**config.mk**
```make
export PLATFORM = sky130hd
export DESIGN_NAME = mem_port_arb
export DESIGN_NICKNAME = d
export VERILOG_FILES = /design/src/rtl/mem_port_arb_pkg.sv /design/src/rtl/mem_port_arb_starve.sv /design/src/rtl/mem_port_arb.sv
export SDC_FILE = /design/constraint.sdc
export NUM_CORES = 1
export LEC_CHECK = 0
export BUFFER_PORTS_ARGS = -buffer_cell sky130_fd_sc_hd__buf_2
export CAP_MARGIN = 20
export CORE_AREA = 2 2 137 139
export DETAILED_ROUTE_END_ITERATION = 10
export DIE_AREA = 0 0 139 141
export GPL_TIMING_DRIVEN = 0
export PLACE_DENSITY_LB_ADDON = 0.2
export SKIP_CTS_REPAIR_TIMING = 1
export SYNTH_ARGS = -nofsm -noshare
export SYNTH_HDL_FRONTEND = slang
export SYNTH_SLANG_ARGS = --single-unit
```
**constraint.sdc**
```tcl
create_clock -name iw_clk -period 1.37 [get_ports iw_clk]
set_input_delay 0.274 -clock iw_clk [delete_from_list [all_inputs] [get_ports iw_clk]]
set_output_delay 0.274 -clock iw_clk [all_outputs]
set_load 0.02 [all_outputs]
```
**src/rtl/mem_port_arb_pkg.sv**
```systemverilog
// mem_port_arb_pkg - shared definitions for the data-memory port arbiter.
//   SIZE_ADDR / HBIT_ADDR : data-path width (48-bit words and addresses)
//   ARB_IDLE / ARB_DATA   : DMA sequencer state encodings
//   MAX_WAIT_DEF          : default starvation limit before a forced MA bubble
//   dma_lat_t             : DMA request fields held from the address cycle
//                           into the data cycle
package mem_port_arb_pkg;

    localparam int SIZE_ADDR = 48;
    localparam int HBIT_ADDR = SIZE_ADDR - 1;

    localparam logic [0:0] ARB_IDLE = 1'b0;
    localparam logic [0:0] ARB_DATA = 1'b1;

    localparam int MAX_WAIT_DEF = 8;

    typedef struct packed {
        logic                 we;
        logic                 is48;
        logic                 port;
        logic [HBIT_ADDR:0]   wdata;
    } dma_lat_t;

endpackage

```
**src/rtl/mem_port_arb_starve.sv**
```systemverilog
// mem_arb_starve_ctr - saturating wait counter for a pending DMA request.
// Once the request has waited MAX_WAIT cycles, a registered one-cycle
// stall pulse is raised so the pipeline opens a bubble for the DMA.
//   clk, rst : clock, synchronous active-high reset
//   wait_en  : request pending in IDLE and not granted this cycle
//   clr      : request granted or withdrawn
//   stall    : one-cycle forced MA bubble
module mem_arb_starve_ctr #(
    parameter int MAX_WAIT = 8,
    parameter int WAIT_W   = 8
) (
    input  logic clk,
    input  logic rst,
    input  logic wait_en,
    input  logic clr,
    output logic stall
);

    logic [WAIT_W-1:0] cnt;

    always_ff @(posedge clk) begin
        if (rst) begin
            cnt   <= '0;
            stall <= 1'b0;
        end else begin
            // Raised on the edge where cnt reaches MAX_WAIT. The stalled cycle
            // always grants (request is held until gnt), which clears cnt, so
            // the pulse cannot repeat.
            stall <= wait_en && (cnt == WAIT_W'(MAX_WAIT - 1));
            if (clr)
                cnt <= '0;
            else if (wait_en && (cnt != WAIT_W'(MAX_WAIT)))
                cnt <= cnt + 1'b1;
        end
    end

endmodule

```
**src/rtl/mem_port_arb.sv**
```systemverilog
// mem_port_arb - sequences the dual-port data memory between the MA (address)
// and MO (data) stages and slots a DMA/debug requester into pipeline bubbles.
//   iw_clk, iw_rst            : clock, synchronous active-high reset
//   iw_ma_req, iw_mo_req      : pipeline stage accesses this cycle
//   ow_mem_mp                 : port used by MO (MA uses the other one)
//   ow_pipe_stall             : forced MA bubble for a starved DMA request
//   iw_dma_*                  : DMA request (held stable until ow_dma_gnt)
//   ow_dma_gnt/port_en/addr/we/wdata/is48 : DMA drive to the owned port
//   iw_mem_rdata              : per-port read data
//   ow_dma_rvalid/rdata       : DMA read return
//   ow_err                    : sticky, MO accessed during a DMA data cycle
// Optional: define AMBER_MEM_ARB_STATS_EN to add ow_stat_grants and
// ow_stat_forced wrapping event counters.
module mem_port_arb
    import mem_port_arb_pkg::*;
#(
    parameter int MAX_WAIT = MAX_WAIT_DEF,
    parameter int WAIT_W   = 8
) (
    input  logic                     iw_clk,
    input  logic                     iw_rst,
    input  logic                     iw_ma_req,
    input  logic                     iw_mo_req,
    output logic                     ow_mem_mp,
    output logic                     ow_pipe_stall,
    input  logic                     iw_dma_req,
    input  logic                     iw_dma_we,
    input  logic                     iw_dma_is48,
    input  logic [HBIT_ADDR:0]       iw_dma_addr,
    input  logic [HBIT_ADDR:0]       iw_dma_wdata,
    output logic                     ow_dma_gnt,
    output logic [1:0]               ow_dma_port_en,
    output logic [HBIT_ADDR:0]       ow_dma_addr,
    output logic                     ow_dma_we,
    output logic [HBIT_ADDR:0]       ow_dma_wdata,
    output logic                     ow_dma_is48,
    input  logic [1:0][HBIT_ADDR:0]  iw_mem_rdata,
    output logic                     ow_dma_rvalid,
    output logic [HBIT_ADDR:0]       ow_dma_rdata,
    output logic                     ow_err
`ifdef AMBER_MEM_ARB_STATS_EN
    ,
    output logic [31:0]              ow_stat_grants,
    output logic [15:0]              ow_stat_forced
`endif
);

    logic [0:0] state;
    dma_lat_t   lat;
    logic       go;
    logic       gnt_port;

    // MA always takes ~mp, so a DMA address cycle borrows that port; the
    // next cycle mp has toggled and the same port belongs to MO.
    assign gnt_port = ~ow_mem_mp;
    assign go       = (state == ARB_IDLE) && iw_dma_req && (!iw_ma_req || ow_pipe_stall);

    mem_arb_starve_ctr #(
        .MAX_WAIT (MAX_WAIT),
        .WAIT_W   (WAIT_W)
    ) u_starve (
        .clk     (iw_clk),
        .rst     (iw_rst),
        .wait_en ((state == ARB_IDLE) && iw_dma_req && !go),
        .clr     (go || !iw_dma_req),
        .stall   (ow_pipe_stall)
    );

    always_comb begin
        ow_dma_gnt     = go;
        ow_dma_port_en = 2'b00;
        ow_dma_addr    = '0;
        ow_dma_we      = 1'b0;
        ow_dma_wdata   = '0;
        ow_dma_is48    = 1'b0;
        if (go) begin
            ow_dma_port_en[gnt_port] = 1'b1;
            ow_dma_addr              = iw_dma_addr;
            ow_dma_is48              = iw_dma_is48;
        end else if (state == ARB_DATA) begin
            ow_dma_port_en[lat.port] = 1'b1;
            ow_dma_we                = lat.we;
            ow_dma_wdata             = lat.wdata;
            ow_dma_is48              = lat.is48;
        end
    end

    always_ff @(posedge iw_clk) begin
        if (iw_rst) begin
            ow_mem_mp     <= 1'b0;
            state         <= ARB_IDLE;
            lat           <= '0;
            ow_dma_rvalid <= 1'b0;
            ow_dma_rdata  <= '0;
            ow_err        <= 1'b0;
        end else begin
            ow_mem_mp     <= ~ow_mem_mp;
            ow_dma_rvalid <= 1'b0;
            case (state)
                ARB_IDLE: begin
                    if (go) begin
                        lat.we    <= iw_dma_we;
                        lat.is48  <= iw_dma_is48;
                        lat.port  <= gnt_port;
                        lat.wdata <= iw_dma_wdata;
                        state     <= ARB_DATA;
                    end
                end
                default: begin
                    // Request is not re-sampled here; the DMA may already
                    // have dropped it after gnt.
                    state <= ARB_IDLE;
                    if (!lat.we) begin
                        ow_dma_rdata  <= iw_mem_rdata[lat.port];
                        ow_dma_rvalid <= 1'b1;
                    end
                    if (iw_mo_req)
                        ow_err <= 1'b1;
                end
            endcase
        end
    end

`ifdef AMBER_MEM_ARB_STATS_EN
    always_ff @(posedge iw_clk) begin
        if (iw_rst) begin
            ow_stat_grants <= '0;
            ow_stat_forced <= '0;
        end else begin
            if (go)
                ow_stat_grants <= ow_stat_grants + 1'b1;
            if (ow_pipe_stall)
                ow_stat_forced <= ow_stat_forced + 1'b1;
        end
    end
`endif

endmodule

```
# == After elaboration in Yosys (flattened, before gate mapping) ==
# Index checks and enable logic that the tools add are counted.
# totals
register_bits,112
in_bits,199
out_inout_bits,153
wordCells,56
# classes
add_sub_neg,1
order_cmp,4
eq_ne,2
mux,17
n_bitwise,3
n_reduce_logical,18
# op_table
op,n
$mux 48,5
$add 8x1->8 const B,1
$eq 8x3->1 const B,1
$mux 1,8
$ne 8x4->1 const B,1
$logic_and 1x1->1,7
$reduce_and 2->1,3
$reduce_or 2->1,3
$lt 1x2->1 const B,2
$mux 2,2
$logic_not 1->1,3
$not 1->1,3
$demux 1 s1,2
$ge 1x1->1 const B,2
$logic_or 1x1->1,2

# == Longest topological paths before layout ==
# logic_depth
ltp_word,6
mapped_depth,6
depth_no_buf,5

# == Hierarchy ==
# A second synthesis with hierarchy kept.
# hier_totals
cells_unflattened,634
hier_area_um2,5487.8
# by_module_without_submodules
module,n_inst,cells_each,area_each_um2,seq_area_each_um2
mem_port_arb,1,582,5052.3,2062.0
mem_arb_starve_ctr,1,52,435.4,180.2

# == Worst setup path before layout ==
# No wires, ideal clock.
# synth_timing
path_kind,register -> output
from,register u_starve.stall
to,output port ow_dma_addr[46]
arrival_time_ns,1.324
required_time_ns,1.096
slack_ns,-0.228
stages_incl_launch_ff,5
path_buffers,2
cell_sequence,dfxtp_1 > nand2b_1 > buf_2 > clkbuf_1 > and3_1
# synth_between
elab_chain_cells,3
# synth_rtl
item,line,rtl
from (decl),mem_port_arb_starve.sv:16,output logic stall
from (signal assigned),mem_port_arb_starve.sv:29,stall <= wait_en && (cnt == WAIT_W'(MAX_WAIT - 1));
$logic_or 1x1->1,mem_port_arb.sv:56,assign go = (state == ARB_IDLE) && iw_dma_req && (!iw_ma_req || ow_pipe_stall);
$logic_and 1x1->1,mem_port_arb.sv:56,
$mux 48,mem_port_arb.sv:76,if (go) begin
to (decl),mem_port_arb.sv:33,"output logic [HBIT_ADDR:0] ow_dma_addr,"
# No other way between the ends.

# == Final worst setup path ==
# layout_timing
from,register u_starve.stall
to,output port ow_dma_addr[32]
# Same word-level chain as after synthesis.

==> results.tsv <==
stage	metric	value	unit
run_status	outcome	finished with violations	
run_status	failing checks	negative setup slack	
power	Total Power	7.93	mW
sta	pin slew with the least headroom to its limit	603	ps
logic_synthesis	Syn Nets	841	
sta	RSZ-0062 raised after global routing	true	
route	DRC Markers	0	
cts	Bufs on Longest Clock Path	2	
logic_synthesis	Adder-Cell Fraction of Synth Area	0.00470	
route	ANT nets after route	0	
worst_setup_path	crit-path max cell delay	340	ps
die	num ports	352	
final_layout	highest-count cells in the layout ignoring fill and taps	buf_2, dfxtp_1, buf_6, a21oi_1, nand3_1	
worst_setup_path	Setup crit start kind	register	
worst_setup_path	CP Cell Sequence	nand2b_4 > buf_12 > buf_6 > and3_2 > buf_4	
hold_path	Worst Hold Class	in -> reg	
sta	# setup viols final	185	
final_layout	most common cell after layout, fill and taps aside	buf_2	
worst_setup_path	critical path depth	5	
final_layout	antenna fix cells	0	
die	row count	50	
logic_synthesis	compound-gate portion of the synthesized area	0.191	
grt	first-pass GRT wire length	29700	µm
logic_synthesis	Yosys reg bits	112	
place	Final Wtd Congestion	0.829	
sta	Period Utilization, post-route	1.30	
sta	final setup TNS	-40850	ps
grt	vias in the first global route	5588	
route	Routed wire per std cell	16.5	µm
die	DIE HEIGHT	141	µm
die	die area	0.0196	mm²
sta	Hold Slack	150	ps
route	initial DRC count	223	
final_layout	Layout Utilization	0.467	
final_layout	P&R area growth vs syn	60.1	%
logic_synthesis	Top FF cell, synth	dfxtp_1	
route	Routed WL	20600	µm
sta	setup ws final	-413	ps
die	Initial Utilization	0.292	
logic_synthesis	number of synthesized flops with an enable pin	0	
cts	Root Buffer	clkbuf_16	
worst_setup_path	slowest cell on the critical path	dfxtp_2	
sta	clock period minus worst slack	1780	ps
hold_path	hold path depth	3	
cts	H-tree depth	3	
power	pwr dens	930	mW/mm²
worst_setup_path	reg2reg path depth	6	
cts	Skew-Pair Late Insertion Delay	350	ps
worst_setup_path	crit path DAT	1510	ps
cts	clk slew on worst S/H paths	70	ps
sta	Rel. slew slack	0.598	
cts	clock sink count	112	
worst_setup_path	critical path class	reg -> out	
logic_synthesis	Post-Syn Area	0.00533	mm²
final_layout	share of layout cells above drive strength 1	0.469	
grt	gr usage total	0.190	
grt	pin count of the biggest net entering global routing	19	
power	worst vdd ir	0.000486	V
job	max-cap viol count	0	
die	placeable core area	0.0183	mm²
logic_synthesis	Synth Warn #	0	
worst_setup_path	crit-path max FO	10	
die	Die W	139	µm
worst_setup_path	CP Capture Type	output port	
sta	Fin. Hold Viols	0	
logic_synthesis	sequential share of the synthesized area	0.421	
route	Vias	6060	
logic_synthesis	Synth Area in XOR/XNOR	0	
place	port bufs	350	
logic_synthesis	largest family of logic cells by synthesized area	simple AND/OR/NAND/NOR gates	
logic_synthesis	Syn Area/Cell	8.32	µm²
logic_synthesis	mux cell area share after synthesis	0.0977	
route	DR pass1 iterations	4	
power	Pleak	3.92	nW
grt	initial antenna violation count	0	
sta	Achievable Freq	561	MHz
logic_synthesis	Async S/R FF share, synth	0	
cts	TritonCTS Buffers	9	
final_layout	fin nets	1214	
sta	Post-Route Skew	8.11	ps
worst_setup_path	CP bufs+invs	3	
place	Detail Placement HPWL	15600	µm
route	DR vias/cell	4.84	
worst_setup_path	Crit path required time	1100	ps
grt	Congestion Overflow GR	0	
logic_synthesis	simple logic cell fraction of the synthesized area	0.227	
logic_synthesis	Synth Instances	640	
worst_setup_path	CP top delay family	buffers and inverters	
logic_synthesis	Distinct cells, synth	30	
place	worst slack, placed	-524	ps
sta	Pins Over Slew Limit	0	
cts	CTS tree	done	
-- state kept, by name, summed over array words and instances, names as in the netlist --
signal / cells
ow_dma_rdata: 48
ow_mem_mp: 1
u_starve.cnt: 8
lat: 51
state: 1
u_starve.stall: 1
ow_dma_rvalid: 1
ow_err: 1
-- Yosys cell counts, types with 2 or more instances --
| cell | n | area, µm² |
|---|---|---|
| a211oi_1 | 49 | 368 |
| a21oi_1 | 56 | 280 |
| and2_1 | 49 | 307 |
| and3_1 | 48 | 300 |
| buf_1 | 5 | 18.8 |
| buf_2 | 15 | 75.1 |
| clkbuf_1 | 50 | 188 |
| dfxtp_1 | 112 | 2240 |
| ha_1 | 2 | 25.0 |
| inv_1 | 7 | 26.3 |
| mux2i_1 | 52 | 521 |
| nand2_1 | 7 | 26.3 |
| nand2b_1 | 2 | 12.5 |
| nand3_1 | 54 | 270 |
| nor2_1 | 51 | 191 |
| nor2b_1 | 5 | 31.3 |
| nor4_1 | 2 | 12.5 |
| o211ai_1 | 8 | 60.1 |
| o21ai_0 | 54 | 270 |
| or3_1 | 2 | 12.5 |
-- cells by family after synthesis --
kind of cell             after synthesis
flip-flops                           112
buffers and inverters                 77
AO/OA/AOI/OAI                        172
multiplexers                          52
adder cells (fa/ha/maj)                2
AND/OR/NAND/NOR                      225
-- worst reg2reg max path, delay by kind of cell, from the launching register on --
kind / cells / cell delay [ps]
AOI/OAI and AO/OA: 1 / 140
and+or+nand+nor: 2 / 310
DFF: 1 / 360
buffers and inverters: 3 / 660
-- power by group --
group | leakage, nW | total, mW | internal, mW | switching, mW
clock network | 0.148 | 2.76 | 1.53 | 1.23
logic | 2.86 | 1.70 | 0.791 | 0.909
registers | 0.916 | 3.47 | 3.40 | 0.0706
-- layout make-up --
type | count | area (µm²)
Sequential cell | 112 | 2250
Buffer | 69 | 489
Tap cell | 234 | 293
Clock inverter | 5 | 62.6
Multi-Input combinational cell | 451 | 2960
Inverter | 7 | 28.8
Timing Repair Buffer | 363 | 2190
Clock buffer | 11 | 253
Fill cell | 1904 | 9740
-- per-layer routing --
| layer | vias to the layer above | GRT usage | wire length, µm |
|---|---|---|---|
| li1 | 3024 | - | - |
| met2 | 192 | 0.341 | 10900 |
| met5 | - | 0 | 0 |
| met3 | 26 | 0.0258 | 922 |
| met4 | 0 | 0.0627 | 446 |
| met1 | 2818 | 0.236 | 8330 |
-- path summary, 6_finish.rpt --
kind             startpoint         endpoint  slack, ps
min               iw_mo_req           ow_err        150
max          u_starve.stall  ow_dma_addr[32]       -410
min reg2reg          ow_err           ow_err        470
max reg2reg           state          lat[12]       -170
-- per-stage QoR --
| step | std cells | cell area, µm² |
|---|---|---|
| 3_3_place_gp | 1224 | 7430 |
| 2_1_floorplan | 640 | 5390 |
| 5_1_grt | 1252 | 8530 |
| 3_5_place_dp | 1224 | 7430 |
| 6_report | 1252 | 8530 |
| 4_1_cts | 1240 | 7740 |
Note: power is estimated with default switching activity, not from simulation.
